<file path="config.mk">
export PLATFORM = sky130hd
export DESIGN_NAME = simon_btn_input
export DESIGN_NICKNAME = d
export VERILOG_FILES = /design/src/rtl/simon_pkg.sv /design/src/rtl/simon_debounce.sv /design/src/rtl/simon_btn_input.sv
export SDC_FILE = /design/constraint.sdc
export NUM_CORES = 1
export LEC_CHECK = 0
export CORE_MARGIN = 5
export CORE_UTILIZATION = 60
export DETAILED_ROUTE_END_ITERATION = 10
export PLACE_DENSITY = 0.78
export SLEW_MARGIN = 20
export SYNTH_ARGS = -nofsm -noshare
export SYNTH_HDL_FRONTEND = slang
export SYNTH_HIERARCHICAL = 1
export SYNTH_SLANG_ARGS = --single-unit
</file>
<file path="constraint.sdc">
create_clock -name clk -period 2.4 [get_ports clk]
set_clock_uncertainty 0.2 [all_clocks]
set_input_delay 0.48 -clock clk [delete_from_list [all_inputs] [get_ports clk]]
set_output_delay 0.48 -clock clk [all_outputs]
set_load 0.01 [all_outputs]
</file>
<file path="src/rtl/simon_pkg.sv">
// Shared types and constants for the Simon button front end.
// Colour codes double as button indices; lowest index has priority.
package simon_pkg;

    typedef logic [1:0] simon_color_t;

    localparam simon_color_t SIMON_TL = 2'd0;
    localparam simon_color_t SIMON_TR = 2'd1;
    localparam simon_color_t SIMON_BL = 2'd2;
    localparam simon_color_t SIMON_BR = 2'd3;

    localparam int SIMON_DEBOUNCE_DEFAULT = 1000000;

    // Lowest set bit wins; an all-zero vector maps to TL (code 0).
    function automatic simon_color_t simon_first_set(input logic [3:0] vec);
        simon_color_t c;
        c = SIMON_TL;
        if (vec[0])      c = SIMON_TL;
        else if (vec[1]) c = SIMON_TR;
        else if (vec[2]) c = SIMON_BL;
        else if (vec[3]) c = SIMON_BR;
        return c;
    endfunction

endpackage

</file>
<file path="src/rtl/simon_debounce.sv">
// Single-button conditioner: 2-flop synchroniser on the active-low pad,
// then a counter that accepts a new level after DEBOUNCE_CYCLES agreeing cycles.
module simon_debounce #(
    parameter int DEBOUNCE_CYCLES = 1000000
) (
    input  logic clk,
    input  logic reset,
    input  logic btn_n_i,
    output logic pressed_o
);

    localparam int CNT_W = $clog2(DEBOUNCE_CYCLES + 1);

    logic             sync1_q, sync2_q;
    logic             stable_q, stable_d;
    logic [CNT_W-1:0] cnt_q, cnt_d;
    logic             synced;

    assign synced = ~sync2_q;

    // NOTE: every output of a combinational block gets a default first, so no path leaves it unassigned and no latch is inferred.
    always_comb begin
        stable_d = stable_q;
        cnt_d    = '0;
        if (synced != stable_q) begin
            if (cnt_q == CNT_W'(DEBOUNCE_CYCLES - 1)) begin
                stable_d = synced;
            end else begin
                cnt_d = cnt_q + CNT_W'(1);
            end
        end
    end

    // NOTE: sequential state uses non-blocking assignments so all flops sample pre-edge values together.
    always_ff @(posedge clk or negedge reset) begin
        if (!reset) begin
            sync1_q  <= 1'b1;
            sync2_q  <= 1'b1;
            stable_q <= 1'b0;
            cnt_q    <= '0;
        end else begin
            sync1_q  <= btn_n_i;
            sync2_q  <= sync1_q;
            stable_q <= stable_d;
            cnt_q    <= cnt_d;
        end
    end

    assign pressed_o = stable_q;

endmodule

</file>
<file path="src/rtl/simon_btn_input.sv">
// Simon button input conditioner: four debounced buttons, live held colour,
// and a single-entry press-event buffer. Optional SIMON_BTN_RELEASE_EN adds release events.
module simon_btn_input
    import simon_pkg::*;
#(
    parameter int DEBOUNCE_CYCLES = SIMON_DEBOUNCE_DEFAULT
) (
    input  logic         clk,
    input  logic         reset,
    input  logic         btn_tl_n,
    input  logic         btn_tr_n,
    input  logic         btn_bl_n,
    input  logic         btn_br_n,
    output logic         held,
    output logic [1:0]   held_color,
    output logic         press_valid,
    output logic [1:0]   press_color,
    input  logic         press_ack,
`ifdef SIMON_BTN_RELEASE_EN
    output logic         press_is_release,
`endif
    output logic         press_overflow
);

    logic [3:0]   pads_n;
    logic [3:0]   stable;
    logic [3:0]   prev_q;
    logic [3:0]   rise;
    logic         ev_valid;
    simon_color_t ev_color;
    logic         valid_q, valid_d;
    simon_color_t color_q, color_d;
    logic         ovf_q, ovf_d;

    assign pads_n = {btn_br_n, btn_bl_n, btn_tr_n, btn_tl_n};

    for (genvar i = 0; i < 4; i++) begin : g_btn
        simon_debounce #(
            .DEBOUNCE_CYCLES(DEBOUNCE_CYCLES)
        ) u_debounce (
            .clk      (clk),
            .reset    (reset),
            .btn_n_i  (pads_n[i]),
            .pressed_o(stable[i])
        );
    end

    assign held       = |stable;
    assign held_color = simon_first_set(stable);
    assign rise       = stable & ~prev_q;

`ifdef SIMON_BTN_RELEASE_EN
    logic [3:0] fall;
    logic       ev_rel;
    logic       rel_q, rel_d;

    assign fall = ~stable & prev_q;

    // A press in the same cycle as a release takes precedence.
    always_comb begin
        ev_valid = |rise;
        ev_color = simon_first_set(rise);
        ev_rel   = 1'b0;
        if (!(|rise) && (|fall)) begin
            ev_valid = 1'b1;
            ev_color = simon_first_set(fall);
            ev_rel   = 1'b1;
        end
    end
`else
    always_comb begin
        ev_valid = |rise;
        ev_color = simon_first_set(rise);
    end
`endif

    // Single-entry buffer: an ack frees the slot in the same cycle a new event lands.
    always_comb begin
        valid_d = valid_q;
        color_d = color_q;
        ovf_d   = 1'b0;
`ifdef SIMON_BTN_RELEASE_EN
        rel_d   = rel_q;
`endif
        if (ev_valid) begin
            if (!valid_q || press_ack) begin
                valid_d = 1'b1;
                color_d = ev_color;
`ifdef SIMON_BTN_RELEASE_EN
                rel_d   = ev_rel;
`endif
            end else begin
                ovf_d = 1'b1;
            end
        end else if (press_ack) begin
            valid_d = 1'b0;
        end
    end

    always_ff @(posedge clk or negedge reset) begin
        if (!reset) begin
            prev_q  <= '0;
            valid_q <= 1'b0;
            color_q <= SIMON_TL;
            ovf_q   <= 1'b0;
`ifdef SIMON_BTN_RELEASE_EN
            rel_q   <= 1'b0;
`endif
        end else begin
            prev_q  <= stable;
            valid_q <= valid_d;
            color_q <= color_d;
            ovf_q   <= ovf_d;
`ifdef SIMON_BTN_RELEASE_EN
            rel_q   <= rel_d;
`endif
        end
    end

    assign press_valid    = valid_q;
    assign press_color    = color_q;
    assign press_overflow = ovf_q;
`ifdef SIMON_BTN_RELEASE_EN
    assign press_is_release = rel_q;
`endif

endmodule
</file>
== Word level (Yosys, flattened, before mapping) ==
Index checks and enable logic that the tools add are counted.
Word-level totals
  logic and storage cells: 71
  output and inout port bits: 7
  bits in registers: 100
  input bits: 7
Cells by class
  bitwise operators: 6
  add/subtract/negate cells: 4
  equality and inequality tests: 9
  multiplexer cells: 21
  reduce and logical (&&, ||, !) cells: 11
Operator list (count)
  2-to-1 mux 20 bit: 8
  adder 20 x 1 -> 20 bit, second input constant: 4
  == test 20 bit, second input constant: 4
  2-to-1 mux 2 bit: 8
  AND reduction 2 bit: 6
  OR reduction 4 bit: 2
  2-to-1 mux 1 bit: 5
  bitwise AND 4 bit: 1
  != test 1 bit: 4
  NOT 1 bit: 4
  NOT 4 bit: 1
  != test 2 x 1 -> 1 bit, second input constant: 1
  nonzero test 2 bit: 1
  logical NOT 1 bit: 1
  logical OR 1 bit: 1

== Logic depth before layout (Yosys ltp) ==
Gate-level depths: netlist (run 1).
  depth after elaboration: 6
  depth in mapped cells: 7
  gate-level depth less buffers: 5

== Hierarchy ==
Netlist (run 1), hierarchy kept.
By module, submodules not included
  simon_debounce: seq. area each 578.1 µm², area an instance 1108.6 µm², instances 4, cells each 110
  simon_btn_input: seq. area each 200.2 µm², area an instance 335.3 µm², instances 1, cells each 33

== Worst setup path after synthesis (run 1) ==
No wires, ideal clock.
  path type: reg2reg
  start point: register g_btn[0].u_debounce.cnt_q[12]
  end point: register g_btn[0].u_debounce.cnt_q[14]
  setup slack: 0.216 ns
  required time: 2.081 ns
  library setup time: 0.119 ns
  path buffers: 1
  arrival: 1.866 ns
  cell stages (with the launch flop): 6
  clock period less this slack: 2.184 ns
  path through: dfrtp_1 or4_1 or4_4 o21ai_4 buf_6 nor2_1
On the way
  cells in the longest elaborated chain, start to end: 3
  elaborated cells between the ends (all ways): 4
  classes of those cells: add/sub (1); eq/ne (1); mux (2)
Ends and longest elaborated chain
  start: declaration: RTL line simon_debounce.sv:16  | logic [CNT_W-1:0] cnt_q, cnt_d;
  start signal: assignment: RTL line simon_debounce.sv:45  | cnt_q <= cnt_d;
  adder 20 x 1 -> 20 bit / == test 20 bit (equally long branches): RTL line simon_debounce.sv:29, simon_debounce.sv:26
  2-to-1 mux 20 bit *: RTL line simon_debounce.sv:26  | if (cnt_q == CNT_W'(DEBOUNCE_CYCLES - 1)) begin
  2-to-1 mux 20 bit *: RTL line simon_debounce.sv:25  | if (synced != stable_q) begin
  net g_btn[0].u_debounce.cnt_d[14]: RTL line simon_debounce.sv:16
The timed path passes the listed nets; every way through them passes the cells marked *.
A chain may end at the register's enable or synchronous reset.

== Worst setup path after layout (run 1) ==
  start point: register g_btn[2].u_debounce.stable_q
  end point: output port held_color[1]
On the way
  cells in the longest elaborated chain, start to end: 3
Ends and longest elaborated chain
  start: declaration: RTL line simon_debounce.sv:15  | logic stable_q, stable_d;
  start signal: assignment: RTL line simon_debounce.sv:44  | stable_q <= stable_d;
  2-to-1 mux 2 bit: RTL line simon_pkg.sv:20  | else if (vec[2]) c = SIMON_BL;
  2-to-1 mux 2 bit: RTL line simon_pkg.sv:19  | else if (vec[1]) c = SIMON_TR;
  2-to-1 mux 2 bit: RTL line simon_pkg.sv:18  | if (vec[0]) c = SIMON_TL;
  end: declaration: RTL line simon_btn_input.sv:15  | output logic [1:0] held_color,
No other way between the ends.

==> results.txt, run 1 <==
The flow ran to the end, and the final reports show no timing, DRC or antenna violations. STA classifies the critical path startpoint as a flop. The via count of the first global-routing pass came to 3413. The number of synthesized flops with an enable pin came out at 0.

The net count of the mapped netlist came out at 484. In this run the tightest slew margin relative to its limit is 50.63%. The post-detailed-placement half-perimeter wirelength came out at 6238 µm. The worst hold path stage count is 0. The endpoint of the lowest-slack register-to-register path is g_btn[2].u_debounce/cnt_q[18]. For this run, design rule violations remaining after detail routing come to 0.

The count of instances resized after the clock tree is built came out at 0. Max-cap violations in this run came to 0. The initial antenna violation count was 0. The length in cells of the worst reg-to-reg path came out at 5. The synthesized flop and latch total is 100.

Setup total negative slack on the finished layout was measured at 0 ps. The count of distinct cell types in the synthesized netlist is 34. The kind of critical path is flop to primary output. Setup violations remaining at the end of the flow were counted as 0. By count the netlist is led by sky130_fd_sc_hd__dfrtp_1 (92), sky130_fd_sc_hd__nor2_1 (89), sky130_fd_sc_hd__xnor2_1 (56), sky130_fd_sc_hd__inv_1 (33), sky130_fd_sc_hd__nand3_1 (25). The post-synthesis cell area came out at 4770 µm². The die span in y came out at 99.16 µm. In this run, CTS created clock tree buffers numbering 9. The clock-pin slew on the worst setup and hold paths is 90 ps. The detailed router finished its first iteration with 147 violations. The finished layout cell area is 5363 µm².

The routed wire length is 8776 µm. The global-route wire length before repair is 15640 µm. The worst hold path belongs to the class flop to flop.

The worst setup path is captured at a primary output. The maximum number of pins on one net before global-route repair came out at 40. The count of nets left with antenna violations once routing finished came out at 0. The post-layout minimum cycle time is 2315 ps. Clock tree synthesis selected as its root buffer the cell sky130_fd_sc_hd__clkbuf_8.

The weighted congestion at the end of routability-driven global placement came out at 0.8873. Among all flip-flop cells after synthesis, the most frequent one is sky130_fd_sc_hd__dfrtp_1. The tree built by TritonCTS fans out to 100 sinks.

After filler insertion, the fill cell instance count of the layout stands at 610. Timing would allow up to 432.0 MHz. The post-detailed-route wirelength per cell came out at 14.27 µm. The most frequent cell after synthesis is sky130_fd_sc_hd__dfrtp_1.

The leakage power of the design came out at 2.095 nW. The number of buffers on the longest clock path is 2. The die covers 9833 µm². The fraction of layout instances using a drive strength above 1 is 12.28%. The cell type with the largest total area after synthesis is sky130_fd_sc_hd__dfrtp_1. The fraction of the yosys area taken by sequential cells is 52.68%. The maximum fanout count along the critical path is 6. The width of the die is 99.16 µm.

Ranked by total cell area, the synthesized netlist is headed by sky130_fd_sc_hd__dfrtp_1 (48%), sky130_fd_sc_hd__xnor2_1 (10%), sky130_fd_sc_hd__nor2_1 (7.0%), sky130_fd_sc_hd__dfstp_2 (4.4%), sky130_fd_sc_hd__nor4_1 (2.8%). The slew at the pin closest to its max-slew limit came out at 733.8 ps. STA puts the critical path data required time at 1720 ps. The initial cell density of the core is 61.72%. The pre-antenna-repair detailed-routing pass consisted of 5 iterations. The worst path uses 96.46% of the clock period. The worst path arrival time is 1640 ps. The number of levels the H-tree was split into came out at 3.

The net count of the finished layout is 519. Across all register-to-register paths, the minimum setup slack is 160 ps. The region available for standard cell placement spans 7727 µm².

In this run the most critical hold path is launched from g_btn[0].u_debounce/sync1_q. Yosys printed 6 warnings. VDD sags by at most 448.1 µV. The via count came out at 3429. The area growth from synthesis to layout came out at 12.43%. The number of primary I/O pins is 14. Synthesis handed over a netlist of 473 instances.

The clock latency on the worst-skew pair came out at 350 ps. After global routing the overflow that remains totals 0. The total count of hold-check failures in the final report came out at 0. Setup repair after global routing left no endpoint under its margin. The synthesized area per cell is 10.08 µm². The path with the worst hold slack has its endpoint at g_btn[0].u_debounce/sync2_q. The number of diodes came out at 0.

The post-detailed-placement cell area came out at 5150 µm². The async set or reset register ratio after synthesis came out at 100.0%. The CTS tree is done.

The startpoint of the most critical register-to-register path is g_btn[2].u_debounce/cnt_q[0]. The number of pins with negative max-slew slack in the final report came to 0. The via density per instance is 5.576. The power per cell area came out at 547.1 nW/µm². The combined global-route utilization of all metal layers came out at 19.34%. The number of rows in the core area came out at 32. Of the post-synthesis cell area, the dominant cell type holds 48.27%. Buffers placed on the I/O ports in this run total 13.
[routing by layer]
| metal | vias up | GRT usage, % | wire [µm] |
|---|---|---|---|
| met5 | - | 0 | 0 |
| met4 | 0 | 5.252 | 91 |
| met3 | 8 | 5.119 | 343 |
| met2 | 65 | 31.35 | 4201 |
| met1 | 1650 | 25.94 | 4139 |
| li1 | 1706 | - | - |
[power by group]
group | total, W | switching (W) | internal [W] | leakage, nW
Combinational | 0.000120 | 0.0000732 | 0.0000472 | 0.638
Sequential | 0.00173 | 0.0000192 | 0.00171 | 1.35
Clock | 0.00108 | 0.000546 | 0.000536 | 0.102
[critical path: stages (launching register included)]
cell,delay [ps]
sky130_fd_sc_hd__dfrtp_1,480
sky130_fd_sc_hd__nor2_1,100
sky130_fd_sc_hd__nor3_1,140
sky130_fd_sc_hd__clkdlybuf4s50_1,560
[area by class of cell]
cell class	count	area [µm²]	share of cell area, %
tap	102	127.6	2.380
timing repair buffer	32	322.8	6.020
clock buffer	12	155.1	2.893
inverter	33	123.9	2.310
sequential	100	2512	46.85
multi-input combinational	332	2073	38.66
clock inverter	4	47.55	0.8866
[timing repair]
action / in CTS / in global routing
setup buffers: 0 / 0
hold buffers: 1 / 0
hold endpoints to repair: 28 / 0
setup endpoints to repair: 0 / 0
[cells in the final DEF, fill, tap and decap left out, types with 2 or more instances in the layout]
cell / count
sky130_fd_sc_hd__nor3b_1: 4
sky130_fd_sc_hd__buf_4: 15
sky130_fd_sc_hd__a31o_2: 4
sky130_fd_sc_hd__nor2b_1: 2
sky130_fd_sc_hd__or2_2: 4
sky130_fd_sc_hd__xnor2_1: 56
sky130_fd_sc_hd__buf_12: 4
sky130_fd_sc_hd__or3_1: 4
sky130_fd_sc_hd__o21ai_0: 9
sky130_fd_sc_hd__o21ai_4: 4
sky130_fd_sc_hd__or4_1: 8
sky130_fd_sc_hd__nand4_1: 20
sky130_fd_sc_hd__clkbuf_8: 11
sky130_fd_sc_hd__nor3_1: 17
sky130_fd_sc_hd__or4_4: 4
sky130_fd_sc_hd__nor2_1: 89
sky130_fd_sc_hd__nand3_1: 25
sky130_fd_sc_hd__clkinv_2: 2
sky130_fd_sc_hd__dfstp_2: 8
sky130_fd_sc_hd__dfrtp_1: 92
sky130_fd_sc_hd__o31ai_1: 4
sky130_fd_sc_hd__and3_1: 4
sky130_fd_sc_hd__a21oi_1: 11
sky130_fd_sc_hd__inv_1: 33
sky130_fd_sc_hd__ha_1: 4
sky130_fd_sc_hd__nor4_1: 21
sky130_fd_sc_hd__o221a_2: 4
sky130_fd_sc_hd__xor2_1: 8
sky130_fd_sc_hd__or4b_1: 4
sky130_fd_sc_hd__clkdlybuf4s50_1: 12
sky130_fd_sc_hd__nand2_1: 13
sky130_fd_sc_hd__nand3b_1: 4
[per-stage QoR]
step	std cells	utilization [%]	hold WS [ps]	setup slack, ps	total power (W)
2_1_floorplan	473	-	-15.59	215.7	0.001815
3_3_place_gp	598	66.65	147.4	224.3	0.001883
4_1_cts	615	69.40	157.1	69.75	0.002986
6_report	615	69.40	155.1	84.94	0.002934
5_1_grt	615	69.40	165.5	1.955	0.003070
3_5_place_dp	598	66.65	146.8	174.4	0.001887
[sequential cells by signal (all words and copies together), names as in the netlist]
register                    cells
g_btn.u_debounce/cnt_q         80
g_btn.u_debounce/pressed_o      4
g_btn.u_debounce/sync1_q        4
g_btn.u_debounce/sync2_q        4
press_color                     2
press_overflow                  1
press_valid                     1
prev_q                          4
[worst max path at each step]
| stage | start | endpoint |
|---|---|---|
| detailed placement | g_btn[1].u_debounce/cnt_q[12] | g_btn[1].u_debounce/cnt_q[19] |
| global placement | g_btn[3].u_debounce/cnt_q[12] | g_btn[3].u_debounce/cnt_q[19] |
| finish | g_btn[2].u_debounce/pressed_o | held_color[1] |
| floorplan | g_btn[0].u_debounce/cnt_q[12] | g_btn[0].u_debounce/cnt_q[14] |
| global route | g_btn[2].u_debounce/pressed_o | held_color[0] |
| CTS | g_btn[2].u_debounce/pressed_o | held_color[1] |
[logic make-up after synthesis]
kind of cell,share of synthesized area [%]
compound gates,6.296
xor+xnor,11.75
fa+ha+maj,1.049
buf+inv,3.856
flops,52.68
simple gates,24.37
Note: power is estimated with default switching activity, not from simulation.
==> run 2, diff against run 1 <==
- SYNTH_HIERARCHICAL: 1 -> default
==> results.txt, run 2 <==
The share of synthesized area in the top cell type comes to 48.79%. The leakage power of the design came out at 2.131 nW. The path with the worst hold slack has its endpoint at g_btn[0].u_debounce.sync2_q. The maximum single-stage delay on the critical path is 570 ps.

The utilization after layout is 68.78%. The max-cap check violation count is 0. For this design, the sink count on the clock tree is 100. Using the TritonRoute via totals, the vias-per-cell ratio works out to 5.702.

The largest individual stage delay along the critical path comes from the cell sky130_fd_sc_hd__or4_4. Entering global routing, the biggest net connects 44 pins. The worst slew slack as a fraction of its limit came out at 59.27%. The critical path goes through ha_2 > nand2_1 > or4_4 > or4_1 > a21oi_1. The synthesized flop and latch total is 100.

The library cells used most frequently in the layout, excluding fill and tap cells, are sky130_fd_sc_hd__dfrtp_1 (91), sky130_fd_sc_hd__nor2_1 (65), sky130_fd_sc_hd__xnor2_1 (35). The routed design has 8702 µm of wire. STA classifies the critical path endpoint as a flop.

The total count of hold-check failures in the final report is 0. The number of pins with negative max-slew slack in the final report is 0. Leaving out fill and tap cells, the most frequent cell in the layout is sky130_fd_sc_hd__dfrtp_1. By count the netlist is led by sky130_fd_sc_hd__dfrtp_1 (92), sky130_fd_sc_hd__nor2_1 (65), sky130_fd_sc_hd__xnor2_1 (35), sky130_fd_sc_hd__nand3_1 (24).

The global-route wire length before repair came out at 15710 µm. The length in cells of the worst reg-to-reg path came out at 5. Leaving out filler cells and counting taps, the final layout contains 600. The hold path startpoint is g_btn[0].u_debounce.sync1_q. The maximum fanout count along the critical path is 8. The die span in y is 98.68 µm. The net switching power figure came out at 0.0007243 W. The kind of launch point of the worst setup path is a flop. Buffers inserted during clock tree synthesis total 9.

The die area came out at 9738 µm². Setup repair after global routing left no endpoint under its margin. Counting along the longest clock path gives a buffer depth of 2. The final clock period utilization by the worst path came out at 94.25%. Counting instances, the worst hold path has a depth of 0. The post-detailed-placement half-perimeter wirelength is 6133 µm. The iteration-0 DRC count of the detailed router came out at 80. At the worst endpoint, the required time is 2500 ps. The design internal power came out at 0.002194 W. The total design power is 0.002918 W. Ranked by flip-flop count, first place goes to g_btn.u_debounce.cnt_q. The via count came out at 3421. VDD sags by at most 416.8 µV. The final layout contains 504 nets. After detailed routing, the average wire length per cell comes to 14.50 µm. The clock network burns 36.5% of the power. The worst path needs 2262 ps of the cycle, external delays included. The worst setup path is of the flop to flop kind. The register with the most flip-flops in the layout has 80 of them. The net count of the mapped netlist came out at 473.

CTS placed an instance of sky130_fd_sc_hd__clkbuf_8 at the clock tree root. The predominant post-synthesis flop cell is sky130_fd_sc_hd__dfrtp_1. After clock tree synthesis, the clock-pin slew on the worst setup and hold paths is 100 ps. In this run switching power makes up 24.82% of total power. The sequential share of power is 59.5%. The async set or reset register ratio after synthesis is 100.0%. The final global-route overflow total is 0. The synthesis warning total is 0. In this run, synthesis inferred 0 flip-flops with an integrated enable. The area of the core region is 7687 µm². The total negative setup slack is 0 ps. In this run the worst setup path begins at g_btn[0].u_debounce.cnt_q[0]. The achievable frequency is 442.1 MHz. The fraction of the yosys area taken by sequential cells came out at 53.25%. Summing every instance area after synthesis gives 4718 µm². The total setup violations reported at the end of the flow came out at 0. The initial utilization of the core area, before any placement, comes to 61.38%.

The count of buffers added by post-CTS timing repair for setup came out at 0. The combinational share of power came out at 4.0%. The number of rows in the core area came out at 32. Cells with a size suffix above 1 make up 11.04% of the layout.

The clock latency on the worst-skew pair came out at 370 ps. The first detailed-routing pass took 4 iterations. The synthesized area per cell came out at 10.21 µm². The most frequent cell after synthesis is sky130_fd_sc_hd__dfrtp_1.

The family with the most delay on the worst path is simple AND/OR/NAND/NOR gates. The number of buffers and inverters on the critical path is 0. The number of levels the H-tree was split into came out at 3. The initial antenna violation count came to 0. The path class of the tightest hold or removal check is flop to flop. The reg2reg setup slack came out at 140 ps. The number of antenna diodes in the final layout is 0. The CTS tree is done. In the routed design, unresolved DRC markers number 0. The cell type with the largest total area after synthesis is sky130_fd_sc_hd__dfrtp_1. For the worst setup path, the data arrival time is 2360 ps. The power per cell area is 551.9 nW/µm².

For this design the top-level I/O count stands at 14. The count of buffers added on input and output ports is 13. The number of cells after detailed placement came out at 583.

The weighted congestion at the end of routability-driven global placement came out at 0.8295. The run finished with clean final reports. At the pin with the least slew margin, the transition time is 605.4 ps.

The remaining antenna violation count after routing came out at 0. The via count of the first global-routing pass is 3415. The count of distinct cell types in the synthesized netlist came out at 38.

The combined global-route utilization of all metal layers is 19.70%. The width of the die came out at 98.68 µm. The area growth from synthesis to layout is 12.07%.

In this run the critical register-to-register path is captured at g_btn[0].u_debounce.cnt_q[18]. The worst register-to-register path begins at g_btn[0].u_debounce.cnt_q[0]. By area the synthesized netlist is led by sky130_fd_sc_hd__dfrtp_1 (49%), sky130_fd_sc_hd__xnor2_1 (6.5%), sky130_fd_sc_hd__nor2_1 (5.2%), sky130_fd_sc_hd__dfstp_2 (4.5%), sky130_fd_sc_hd__xor2_1 (3.9%). The instance count of the mapped netlist came out at 462.
## run 2: power groups by stage
stage               clock network (W)  logic (W)  registers, W
finish                        0.00106   0.000118       0.00174
global route                  0.00118   0.000138       0.00174
CTS                           0.00110   0.000121       0.00174
detailed placement                  0   0.000120       0.00177
global placement                    0   0.000116       0.00177
floorplan                           0  0.0000506       0.00176
## run 2: cell type report
type | count | area (µm²)
Clock inverter | 6 | 62.56
Clock buffer | 10 | 137.6
Inverter | 23 | 86.33
Sequential cell | 100 | 2514
Tap cell | 102 | 127.6
Timing Repair Buffer | 28 | 267.8
Fill cell | 615 | 2400
Multi-Input combinational cell | 331 | 2092
## run 2: logic make-up after synthesis
family	Yosys count	synth area share, %
simple gates	217	24.58
flops	100	53.25
xor+xnor	56	10.40
compound gates	50	7.213
buf+inv	31	2.652
mux	4	0.8486
fa+ha+maj	4	1.061
## run 2: worst max path at each step
stage	to	slack, ps	cells past startpoint
floorplan	g_btn[0].u_debounce.cnt_q[18]	220	6
global placement	g_btn[0].u_debounce.cnt_q[18]	150	5
detailed placement	g_btn[0].u_debounce.cnt_q[18]	40	5
CTS	held	10	3
global route	g_btn[0].u_debounce.cnt_q[17]	9	4
finish	g_btn[0].u_debounce.cnt_q[18]	140	5
## run 2: through the flow
step	hold slack (ps)	cell area [µm²]	worst slack, ps
final	162.5	5288	138.1
after global routing	165.1	5288	8.679
after CTS	162.3	5278	11.19
after detailed placement	147.2	5065	40.19
after global placement	146.4	5065	147.5
after floorplan	-15.59	4718	218.3
## run 2: metal layers
layer  global-route usage (%)  share of wire (%)  wire (µm)  vias to the layer above
li1                         -                  -          -                     1692
met1                    26.39                 47       4073                     1668
met2                    31.62                 48       4203                       50
met3                    5.166                3.5        305                       11
met4                    6.197                1.4        119                        0
met5                        0                  0          0                        -
## run 2: worst reg2reg max path, delay by kind of cell (launching register included)
family,cells,cell delay (ps)
AND/OR/NAND/NOR,3,1170
AO/OA/AOI/OAI,1,160
adder cells (fa/ha/maj),1,240
flip-flops,1,420
## run 2: what timing repair did
action | CTS | global route
endpoints found under the hold margin | 37 | 0
setup endpoints to repair | 2 | 2
gates resized for setup | 3 | 5
hold buffers | 1 | 0
==> run 3, diff against run 2 <==
- PLACE_DENSITY: 0.78 -> default
- PLACE_DENSITY_LB_ADDON: default -> 0.15
==> results.txt, run 3 (synthesized netlist as in run 2, its figures left out) <==
In this run the number of H-tree levels came out at 3. The number of flip-flops in the largest register is 80. The first-pass detailed-route iteration total is 4. On the critical path, the stage with the largest delay is an instance of sky130_fd_sc_hd__or4_4.

The setup slack at placement came out at 30.28 ps. The post-detailed-route wirelength per cell came out at 14.20 µm. Of the cells placed in the final design, the portion with a size suffix greater than 1 is 10.22%. After floorplanning, the core was divided into 32 placement rows.

The achievable frequency is 435.5 MHz. The total count of hold-check failures in the final report is 0. Setup repair after global routing left no endpoint under its margin. Dividing total power by cell area gives a power density of 569.0 nW/µm². The maximum single-stage delay on the critical path is 570 ps. The type of the most critical hold path is flop to flop. Across all layers, the routed design uses 3397 vias.

The register name with the most flops is g_btn.u_debounce.cnt_q. The total negative setup slack came out at 0 ps. The initial cell density of the core is 61.38%. The via count of the first global-routing pass is 3406. The number of port buffers is 13. STA classifies the critical path endpoint as a flop. The tree is rooted in a sky130_fd_sc_hd__clkbuf_8. The net total in the final layout is 505. The max-cap check violation count came out at 0. The remaining design rule violation count came out at 0. The iteration-0 DRC count of the detailed router is 135. The via density per instance came out at 5.652. The final worst-path setup slack is 103.6 ps. The number of pins with negative max-slew slack in the final report was 0. The width of the die is 98.68 µm. The reg2reg setup slack came out at 100 ps. The die area is 9738 µm².

The maximum number of pins on one net before global-route repair is 41. For this design, the sink count on the clock tree is 100. The length in cells of the worst reg-to-reg path came out at 5. Cells fill 68.85% of the core in the end. Across the VDD grid, the largest voltage drop is 406.5 µV.

In the layout the commonest cells are sky130_fd_sc_hd__dfrtp_1 (92), sky130_fd_sc_hd__nor2_1 (65), sky130_fd_sc_hd__xnor2_1 (35). The die is 98.68 µm tall. The setup path with the least slack is of type flop to flop. The worst path arrival time came out at 2370 ps. The slew at the pin closest to its max-slew limit is 575.1 ps. The most common cell after layout, fill and taps aside is sky130_fd_sc_hd__dfrtp_1. The combined global-route utilization of all metal layers came out at 19.07%. The maximum fanout count along the critical path is 8. The area growth from synthesis to layout came out at 12.17%.

The number of buffers created by CTS is 9. The critical path goes through ha_1 > nand2_1 > or4_4 > or4_1 > a21oi_1. The flow ran to the end, and the final reports show no timing, DRC or antenna violations.

Routability-driven placement finished with a final weighted congestion of 0.8186. The post-layout minimum cycle time is 2296 ps. The final global-route overflow total is 0. During I/O placement, the number of pins put on the boundary was 14. The final worst hold slack is 160.5 ps. In this run the post-CTS setup repair buffer count came out at 0. The global-route wire length before repair is 15390 µm. The initial antenna violation count is 0. The area of the core region is 7687 µm².

The final clock period utilization by the worst path is 95.68%. Setup violations remaining at the end of the flow were counted as 0. The worst slew slack as a fraction of its limit is 61.31%.

The kind of launch point of the worst setup path is a flop. TritonCTS built the clock tree. The worst path required time came out at 2470 ps. The number of diodes came out at 0.

Overall power consumption after layout is estimated at 0.003012 W. The remaining antenna violation count after routing is 0. The clock-pin slew on the worst setup and hold paths came out at 90 ps. Along the worst hold path, the cell count comes to 0. The number of buffers on the longest clock path is 2. Summed over all nets, the half-perimeter wirelength after detailed placement is 5826 µm. The routed wire length is 8532 µm. The leakage power of the design is 2.116 nW. The clock latency on the worst-skew pair came out at 350 ps.
-- run 3: through the flow --
step	cell area [µm²]	instances
5_1_grt	5293	601
4_1_cts	5289	601
6_report	5293	601
3_3_place_gp	5060	584
3_5_place_dp	5060	584
2_1_floorplan	4718	462
-- run 3: worst paths after layout --
path,from,end
worst max-delay path,g_btn[0].u_debounce.cnt_q[0],g_btn[0].u_debounce.cnt_q[18]
worst min-delay path,g_btn[0].u_debounce.sync1_q,g_btn[0].u_debounce.sync2_q
worst max register to register,g_btn[0].u_debounce.cnt_q[0],g_btn[0].u_debounce.cnt_q[18]
worst min register to register,g_btn[0].u_debounce.sync1_q,g_btn[0].u_debounce.sync2_q
max in group asynchronous,reset,g_btn[0].u_debounce.sync2_q
min in group asynchronous,reset,g_btn[3].u_debounce.cnt_q[16]
-- run 3: cell type report --
cell class | instances | area, µm²
clock buffer | 11 | 131.4
clock inverter | 5 | 85.08
fill | 616 | 2395
inverter | 23 | 86.33
multi-input combinational | 331 | 2090
sequential | 100 | 2512
tap | 102 | 127.6
timing repair buffer | 29 | 260.3
-- run 3: critical path: cells and delay by family (launching register included) --
kind	cells	cell delay [ps]
AO/OA/AOI/OAI	1	170
adder cells (fa/ha/maj)	1	260
flip-flops	1	410
AND/OR/NAND/NOR	3	1180
-- run 3: repair_timing --
action | in CTS | in global routing
hold buffers | 1 | 0
resized for setup | 3 | 1
endpoints found under the setup margin | 1 | 1
hold endpoints to repair | 27 | 0
-- run 3: report_power, final --
group / internal, W / switching, W
clock network: 0.000594 / 0.000565
logic: 0.0000436 / 0.0000729
registers: 0.00171 / 0.0000235
-- run 3: per-layer routing --
layer  vias to the layer above  routed length (µm)  global-route usage, %
met4                         0                  68                  4.727
met3                         7                 249                  3.892
met5                         -                   0                      0
met1                      1637                4126                  26.32
met2                        61                4088                  31.20
li1                       1692                   -                      -
